### config.mk
export PLATFORM = sky130hd
export DESIGN_NAME = bus_arb4_rr
export DESIGN_NICKNAME = d
export VERILOG_FILES = /design/src/rtl/bus_arb4_rr.sv
export SDC_FILE = /design/constraint.sdc
export NUM_CORES = 1
export LEC_CHECK = 0
export ABC_AREA = 1
export CORE_AREA = 8 8 157 159
export CTS_CLUSTER_DIAMETER = 40
export DETAILED_ROUTE_END_ITERATION = 6
export DIE_AREA = 0 0 165 167
export GPL_ROUTABILITY_DRIVEN = 0
export PLACE_DENSITY_LB_ADDON = 0.1
export SYNTH_ARGS = -nofsm -noshare
export SYNTH_HDL_FRONTEND = slang
export SYNTH_SLANG_ARGS = --single-unit
### constraint.sdc
create_clock -name clk -period 2.2 [get_ports clk]
set_clock_uncertainty 0.1 [all_clocks]
set_input_delay 0.22 -clock clk [delete_from_list [all_inputs] [get_ports clk]]
set_output_delay 0.22 -clock clk [all_outputs]
set_load 0.03 [all_outputs]
### src/rtl/bus_arb4_rr.sv
// Four-master round-robin arbiter onto one valid/ready slave port.
// Granted transactions that stall past TIMEOUT cycles are completed with ERR_DATA and logged.
module bus_arb4_rr #(
  parameter int          TIMEOUT  = 1024,
  parameter logic [31:0] ERR_DATA = 32'hDEADBEEF
) (
  input  logic         clk,
  input  logic         resetn,
  input  logic [3:0]   m_valid,
  output logic [3:0]   m_ready,
  input  logic [127:0] m_addr,
  input  logic [127:0] m_wdata,
  input  logic [15:0]  m_wstrb,
  output logic [31:0]  m_rdata,
  output logic         s_valid,
  input  logic         s_ready,
  output logic [31:0]  s_addr,
  output logic [31:0]  s_wdata,
  output logic [3:0]   s_wstrb,
  input  logic [31:0]  s_rdata,
  output logic [1:0]   grant,
  output logic         busy,
  output logic         timeout_irq,
  output logic [1:0]   timeout_id
);

  typedef enum logic {IDLE, BUSY} state_t;

  localparam logic [15:0] WD_LIM = 16'(TIMEOUT - 1);

  state_t             state, state_nx;
  logic [1:0]         ptr, ptr_nx, grant_nx;
  logic [15:0]        wdog, wdog_nx;
  logic [3:0][31:0]   addr_a, wdata_a;
  logic [3:0][3:0]    wstrb_a;
  logic [3:0]         grant_oh, req;
  logic               gv, ok_done, to_done, done;
  logic [1:0]         sel, idx;
  logic               found;

  assign addr_a   = m_addr;
  assign wdata_a  = m_wdata;
  assign wstrb_a  = m_wstrb;
  assign grant_oh = 4'b0001 << grant;
  assign busy     = (state == BUSY);
  assign gv       = busy && m_valid[grant];

  // s_ready on the limit cycle wins over the watchdog
  assign ok_done  = gv && s_ready;
  assign to_done  = gv && !s_ready && (wdog == WD_LIM);
  assign done     = ok_done || to_done;

  assign s_valid  = gv && !to_done;
  assign s_addr   = busy ? addr_a[grant]  : 32'h0;
  assign s_wdata  = busy ? wdata_a[grant] : 32'h0;
  assign s_wstrb  = busy ? wstrb_a[grant] : 4'h0;
  assign m_ready  = done ? grant_oh : 4'b0000;
  assign m_rdata  = to_done ? ERR_DATA : s_rdata;

  // Completing master is masked so the rotation moves on without an idle bubble
  assign req = (state == IDLE) ? m_valid : (done ? (m_valid & ~grant_oh) : 4'b0000);

  always_comb begin
    sel   = 2'd0;
    idx   = 2'd0;
    found = 1'b0;
    for (int k = 0; k < 4; k++) begin
      idx = ptr + 2'(k);
      if (!found && req[idx]) begin
        sel   = idx;
        found = 1'b1;
      end
    end
  end

  always_comb begin
    state_nx = state;
    grant_nx = grant;
    ptr_nx   = ptr;
    wdog_nx  = wdog;
    case (state)
      IDLE: begin
        if (found) begin
          state_nx = BUSY;
          grant_nx = sel;
          ptr_nx   = sel + 2'd1;
          wdog_nx  = 16'd0;
        end
      end
      BUSY: begin
        if (done) begin
          if (found) begin
            grant_nx = sel;
            ptr_nx   = sel + 2'd1;
            wdog_nx  = 16'd0;
          end else begin
            state_nx = IDLE;
          end
        end else if (!m_valid[grant]) begin
          state_nx = IDLE;
        end else begin
          wdog_nx = wdog + 16'd1;
        end
      end
      default: state_nx = IDLE;
    endcase
  end

  always_ff @(posedge clk or negedge resetn) begin
    if (!resetn) begin
      state       <= IDLE;
      ptr         <= 2'd0;
      grant       <= 2'd0;
      wdog        <= 16'd0;
      timeout_irq <= 1'b0;
      timeout_id  <= 2'd0;
    end else begin
      state       <= state_nx;
      ptr         <= ptr_nx;
      grant       <= grant_nx;
      wdog        <= wdog_nx;
      timeout_irq <= to_done;
      if (to_done) timeout_id <= grant;
    end
  end

endmodule

==> qor.yml, run 1 <==
worstPathArrival_ns: 2.40
dp.final_hpwl_mm: 22.65
failed_checks: "setup timing"
switching_share: 0.5077
synthCells: 556
startpoint: "wdog[1]"
post_drt_wl_per_cell_um: 23.49
use_met1: 0.2454
busiest_layer: "met2"
max_slew.worst_pin.slew_ns: 0.7909
synth-main-ff-cell: "dfrtp_1"
clock_sinks: 24
die_y_um: 167
rows: 55
max_stage_delay_ns: 0.39
nNetsFinal: 1386
hold_viol: 0
synth_common_cells: "a22oi_1 (136), a21oi_1 (70), nand2_1 (65)"
initial_utilization: 0.1672
firstDrtPassIters: 4
outcome: "finished, violations left"
routed_wl_mm: 31.97
start_kind: "flop"
utilization: 0.5040
grt_pass1_wl_mm: 44.78
seq_area_frac_synth: 0.1616
crit_type: "flop to flop"
fmax_mhz: 424.7
area_growth_pct: 201.3
clock_latency_ns: 0.26
via_count: 6471
fin_crit_ns: 2.354
overflow: 0
ys_top_cells_by_area: "a22oi_1 (27%), dfrtp_1 (16%), a21oi_1 (9.4%)"
cpMaxStageDelayCell: "dfrtp_1"
peakVddDrop_uv: 563.6
synth_warnings: 0
cpMostUsedCell: "nand3_4"
cts_tree: "built"
combPwrFrac: 0.920
antenna_found_initial: 4
path_buf_inv: 3
cap_violations: 0
path_max_fanout: 8
yosys.cell_types.count: 33
synth_top_cell_area_share: 0.2747
synth_largest_area_cell: "a22oi_1"
rsz0062_at_grt: "yes"
numCtsBuffers: 3
drive_above_1_share: 0.4753
ys_async_sr_fraction: 1.000
critPathCaptureType: "flop"
die-area_mm2: 0.02756
clockBufferDepth: 2
htreeDepth: 1
grt_pass1_vias: 6828
grtUsageMet3: 0.06114
num_io_pins: 422
r2r_slack_ns: -0.15
synth_nets: 868
final_cell_area_mm2: 0.01120
power_leakage_nw: 4.406
syn_area_per_cell_um2: 6.686
fin_crit_sh: 1.070
pwr-share-clk: 0.033
drc: 0
track_usage: 0.2150
port_buffers: 421
power_mw: 15.88
crit_family: "simple AND/OR/NAND/NOR gates"
power_density_mw_per_mm2: 1418
crit_chain: "ha_4 > nand3_4 > nor3_4 > nand2_2 > nand2_4 > buf_6 > nand3_4 > nand3_4 > nand2_4 > o21ai_4 > inv_2 > nand3_4 > nand2_4 > buf_12 > nand3_2 > o21ai_2"
hold_class: "primary input to asynchronous set/reset pin"
ctsHoldBuffers: 0
clk_pin_slew_ns: 0.07
required_ns: 2.24
drt_iter0_drc: 337
ys_seq_elements: 24
slew_headroom: 0.4728
slew_viol_final: 0
r2r_start: "wdog[1]"
use_met2: 0.3856
die_width_um: 165
p_sw_mw: 8.065
worst_slack_ns: -0.1544
seqPwrFrac: 0.047
ant_nets: 0
yosysMostFrequentCell: "a22oi_1"
syn-cell-area_mm2: 0.003717
place_area_mm2: 0.008765
vias_per_cell: 4.755
setup_viol: 78
root_buffer: "clkbuf_16"
synth_edf_count: 0
core_mm2: 0.02223
intPower_mw: 7.820
grt_start_max_net_pins: 47
routing by layer:
layer / wire (um) / up-vias / share of wire
met1: 11900 / 3058 / 0.37
li1: - / 3090 / -
met4: 598 / 4 / 0.019
met2: 16890 / 279 / 0.53
met5: 27 / - / 0.00084
met3: 2554 / 40 / 0.080
power by group through the flow:
stage               sequential, mW  clock (mW)  combinational [mW]
floorplan                    0.700           0                5.79
global placement             0.731           0                10.2
detailed placement           0.731           0                10.2
CTS                          0.731       0.544                14.0
global route                 0.764       0.558                15.3
finish                       0.746       0.529                14.6
path summary, 6_finish.rpt:
| kind | endpoint | cells past startpoint |
|---|---|---|
| max | wdog[13] | 16 |
| min | wdog[3] | 2 |
| max reg2reg | wdog[13] | 16 |
| min reg2reg | timeout_id[0] | 2 |
| max in group asynchronous | grant[0] | 2 |
| min in group clk | timeout_id[0] | 2 |
worst register-to-register path, delay by kind of cell (launching register included):
kind,cells,cell delay [ns]
buffers and inverters,3,0.35
flip-flops,1,0.39
adder cells (fa/ha/maj),1,0.16
AO/OA/AOI/OAI,2,0.18
AND/OR/NAND/NOR,10,1.05
logic make-up (layout without fill, tap and decap cells):
group           Yosys count  after routing  share of synthesized area
flops                    24             24                     0.1616
buf+inv                  91            608                     0.1017
fa+ha+maj                 1              1                   0.003365
other cells               0              3                          0
simple gates            195            195                     0.2898
xor+xnor                 11             11                    0.02592
compound gates          234            234                     0.4177
state kept, by name, indices dropped and copies added, names as in the netlist, named ones only:
signal       cells
ptr              1
timeout_id       2
grant            2
timeout_irq      1
busy             1
wdog            16
what timing repair did:
action                                  in CTS  in global routing
endpoints found under the setup margin     126                122
gates resized for setup                    252                118
setup buffers                               38                 20
cloned                                      24                  7
pin swaps                                   80                 88
layout make-up:
class	count	area, um^2
Sequential cell	24	603.1
Tap cell	285	356.6
Antenna cell	3	7.507
Multi-Input combinational cell	441	3719
Clock buffer	3	75.07
Fill cell	2102	11030
Clock inverter	1	30.03
Inverter	44	191.4
Timing Repair Buffer	560	6220
placed cells by master, fill, tap and decap left out, drive strengths merged, types with 2 or more instances in the layout:
master,synthesis,layout
diode,0,3
xor2,6,6
xnor2,5,5
nand3,52,52
inv,42,42
nor2,31,31
nor3,10,10
a21oi,70,70
nand2,74,74
clkinv,2,2
clkbuf,38,9
buf,9,238
o21ai,23,23
or2,25,25
dfrtp,24,24
a22oi,136,136
nand4,2,2
clkdlybuf4s50,0,316
o22ai,4,4
stage by stage:
stage / setup TNS (ns) / hold WS [ns] / setup slack, ns / std cells
finish: -6.001 / 0.2264 / -0.1544 / 1361
global route: -16.27 / 0.2690 / -0.2893 / 1360
CTS: -8.227 / 0.2391 / -0.1362 / 1347
detailed placement: -14.19 / 0.3822 / -0.3300 / 1283
global placement: -13.38 / 0.3831 / -0.3197 / 1283
floorplan: -1.294 / -0.1756 / -0.1456 / 556
Note: power is estimated with default switching activity, not from simulation.
==> run 2: changes to the inputs <==
- CORE_AREA: 8 8 157 159 -> 8 8 160 162
- DIE_AREA: 0 0 165 167 -> 0 0 168 170
- clock period: 2.2 -> 2.4 ns (I/O delays scaled with it)
==> run 2 against run 1 <==
Effect of this change: the flow still finishes with violations (setup timing); sequential power down 2%; non-clock buffer count decreased by 65; routed wire length is 2.6% lower; global-route usage decreased by 1.8 points; sequential share of layout area rose by 0.85 points; total power shrank 22%.
==> qor.yml, run 2 (synthesized netlist as in run 1, its figures left out) <==
required_ns: 2.06  # -0.18 ns
cp_num_cells: 11  # -5
overflow: 0  # unchanged
final.fill_count: 2312  # +10%
vias_per_cell: 4.718  # -0.77%
power_mw: 12.44  # -22%
dp.cells: 1268  # -1.2%
rsz0062_at_grt: "yes"
routed_wl_mm: 31.15  # -2.6%
crit_family: "simple AND/OR/NAND/NOR gates"
worst_slack_ns: -0.03025  # +0.1241 ns
drt_iter0_drc: 255  # -24%
fin_crit_ns: 2.430
hold_viol: 0  # unchanged
nNetsFinal: 1321  # -4.7%
path_max_fanout: 34  # +26
start_kind: "flop"
peakVddDrop_uv: 499.6  # -11%
cpMaxStageDelayCell: "dfrtp_4"
fmax_mhz: 411.5
critPathCaptureType: "primary output"
worstPathArrival_ns: 2.09  # -0.31 ns
multi_input_area_mm2: 0.003259  # -12%
r2r_slack_ns: 0.02  # +0.17 ns
reg_top3: "wdog (16), grant (2), timeout_id (2)"
max_slew.worst_pin.slew_ns: 0.8104  # +0.01956 ns
post_drt_wl_per_cell_um: 24.00  # +2.2%
clock_latency_ns: 0.26  # about the same
core_mm2: 0.02305  # +3.7%
ant_nets: 0  # unchanged
max_stage_delay_ns: 0.55  # +0.16 ns
crit_chain: "nor2_8 > nand2_2 > nand2_2 > nor2_4 > nor2_4 > buf_4 > inv_6 > nor2_4 > buf_12 > or2_2 > buf_4"
die_y_um: 170  # +1.8%
setup_viol: 23  # -71%
drc: 0  # unchanged
firstDrtPassIters: 5  # +1
fin_crit_sh: 1.013
seqCellArea_um2: 608.1  # +0.83%
clockBufferDepth: 2  # unchanged
grt_pass1_vias: 6269  # -8.2%
cts_tree: "built"
slew_headroom: 0.4597  # -0.01304
clock_sinks: 24  # unchanged
hold_class: "primary input to asynchronous set/reset pin"
critPathCapture: "m_rdata[11]"
path_buf_inv: 4  # +1
slew_viol_final: 0  # unchanged
die-area_mm2: 0.02856  # +3.6%
r2r_start: "grant[0]"
dp.final_hpwl_mm: 24.92  # +10%
area_growth_pct: 162.3
via_count: 6124  # -5.4%
top_register: "wdog"
largest_reg_flops: 16  # unchanged
worstRegToRegCells: 16  # unchanged
rows: 56  # +1.8%
grt_pass1_wl_mm: 42.52  # -5.0%
drive_above_1_share: 0.3492  # -0.1261
numCtsBuffers: 3  # unchanged
clk_pin_slew_ns: 0.07  # about the same
grt_start_max_net_pins: 69  # +47%
die_width_um: 168  # +1.8%
stdcell_count: 1298  # -4.6%
num_io_pins: 422  # unchanged
crit_type: "flop to primary output"
final_cell_area_mm2: 0.009749  # -13%
power_density_mw_per_mm2: 1275  # -10%
cap_violations: 0  # unchanged
port_buffers: 421  # unchanged
startpoint: "grant[0]"
final_cell_mix: "clkdlybuf4s50_1 (316), a22oi_1 (122), buf_4 (108)"
place_area_mm2: 0.008740  # -0.29%
failed_checks: "setup timing"
htreeDepth: 1  # unchanged
mostFrequentLayoutCell: "clkdlybuf4s50_1"
power_leakage_nw: 3.895  # -12%
num_antenna_cells: 0  # -3
antenna_found_initial: 0  # -4
track_usage: 0.1966  # -0.01844
r2r_end: "wdog[13]"
root_buffer: "clkbuf_16"
initial_utilization: 0.1613  # -0.005982
outcome: "finished, violations left"
cpMostUsedCell: "nor2_4"
run 2: changes by cell type in the layout (fill, tap and decap cells not counted), moves of 4 or more:
| cell | before | now |
|---|---|---|
| buf_6 | 77 | 24 |
| buf_12 | 43 | 39 |
| a22oi_2 | 96 | 14 |
| buf_4 | 97 | 108 |
| nand2_2 | 14 | 18 |
| a22oi_1 | 40 | 122 |
| a21oi_2 | 45 | 30 |
| buf_16 | 14 | 1 |
| a21oi_1 | 23 | 40 |
| buf_2 | 4 | 0 |
run 2: worst min path at each step:
stage	start	end	slack, ns	cells past startpoint
6_report	resetn	wdog[6]	0.25	2
5_1_grt	resetn	wdog[6]	0.31	2
4_1_cts	resetn	wdog[6]	0.27	2
3_5_place_dp	timeout_id[0]	timeout_id[0]	0.38	2
3_3_place_gp	timeout_id[0]	timeout_id[0]	0.37	2
2_1_floorplan	resetn	asynchronous set/reset pin	-0.16	0
run 2: repair_timing:
item	4_1_cts	5_1_grt
pin swaps	7	43
buffers inserted	6	12
gates cloned	2	6
setup endpoints to repair	75	110
endpoints found under the hold margin	0	0
hold buffers	0	0
gates resized for setup	17	107
run 2: metrics by stage:
stage / setup slack, ns / util / hold slack (ns) / TNS, ns
floorplan: 0.007551 / - / -0.1556 / 0
global placement: -0.01305 / 0.3791 / 0.3714 / -0.07632
detailed placement: -0.05641 / 0.3791 / 0.3835 / -0.6327
CTS: -0.03289 / 0.3922 / 0.2676 / -0.2863
global route: -0.1268 / 0.4229 / 0.3069 / -5.743
finish: -0.03025 / 0.4229 / 0.2496 / -0.2599
run 2: area by class of cell:
cell class | count | area share
clock inverter | 1 | 0.003080
multi-input combinational | 441 | 0.3343
tap | 290 | 0.03722
sequential | 24 | 0.06237
inverter | 44 | 0.01938
timing repair buffer | 495 | 0.5359
clock buffer | 3 | 0.007700
run 2: layer usage:
layer  global-route usage  vias up  share of wire
met4              0.01630        0         0.0078
met5                    0        -              0
met3              0.06186       16          0.082
met2               0.3417      288           0.49
li1                     -     2936              -
met1               0.2431     2884           0.42
run 2: power by group:
group | total, mW | internal (mW) | switching (mW) | leakage (nW)
Sequential | 0.729 | 0.519 | 0.210 | 0.312
Clock | 0.495 | 0.332 | 0.163 | 0.0511
Combinational | 11.2 | 4.85 | 6.36 | 3.53
Total | 12.4 | 5.70 | 6.73 | 3.90
==> run 3: changes to the inputs <==
- SLEW_MARGIN: default -> 20
==> results of run 3 <==
Same layout as run 2: the final DEF is identical, and so are final timing and power.
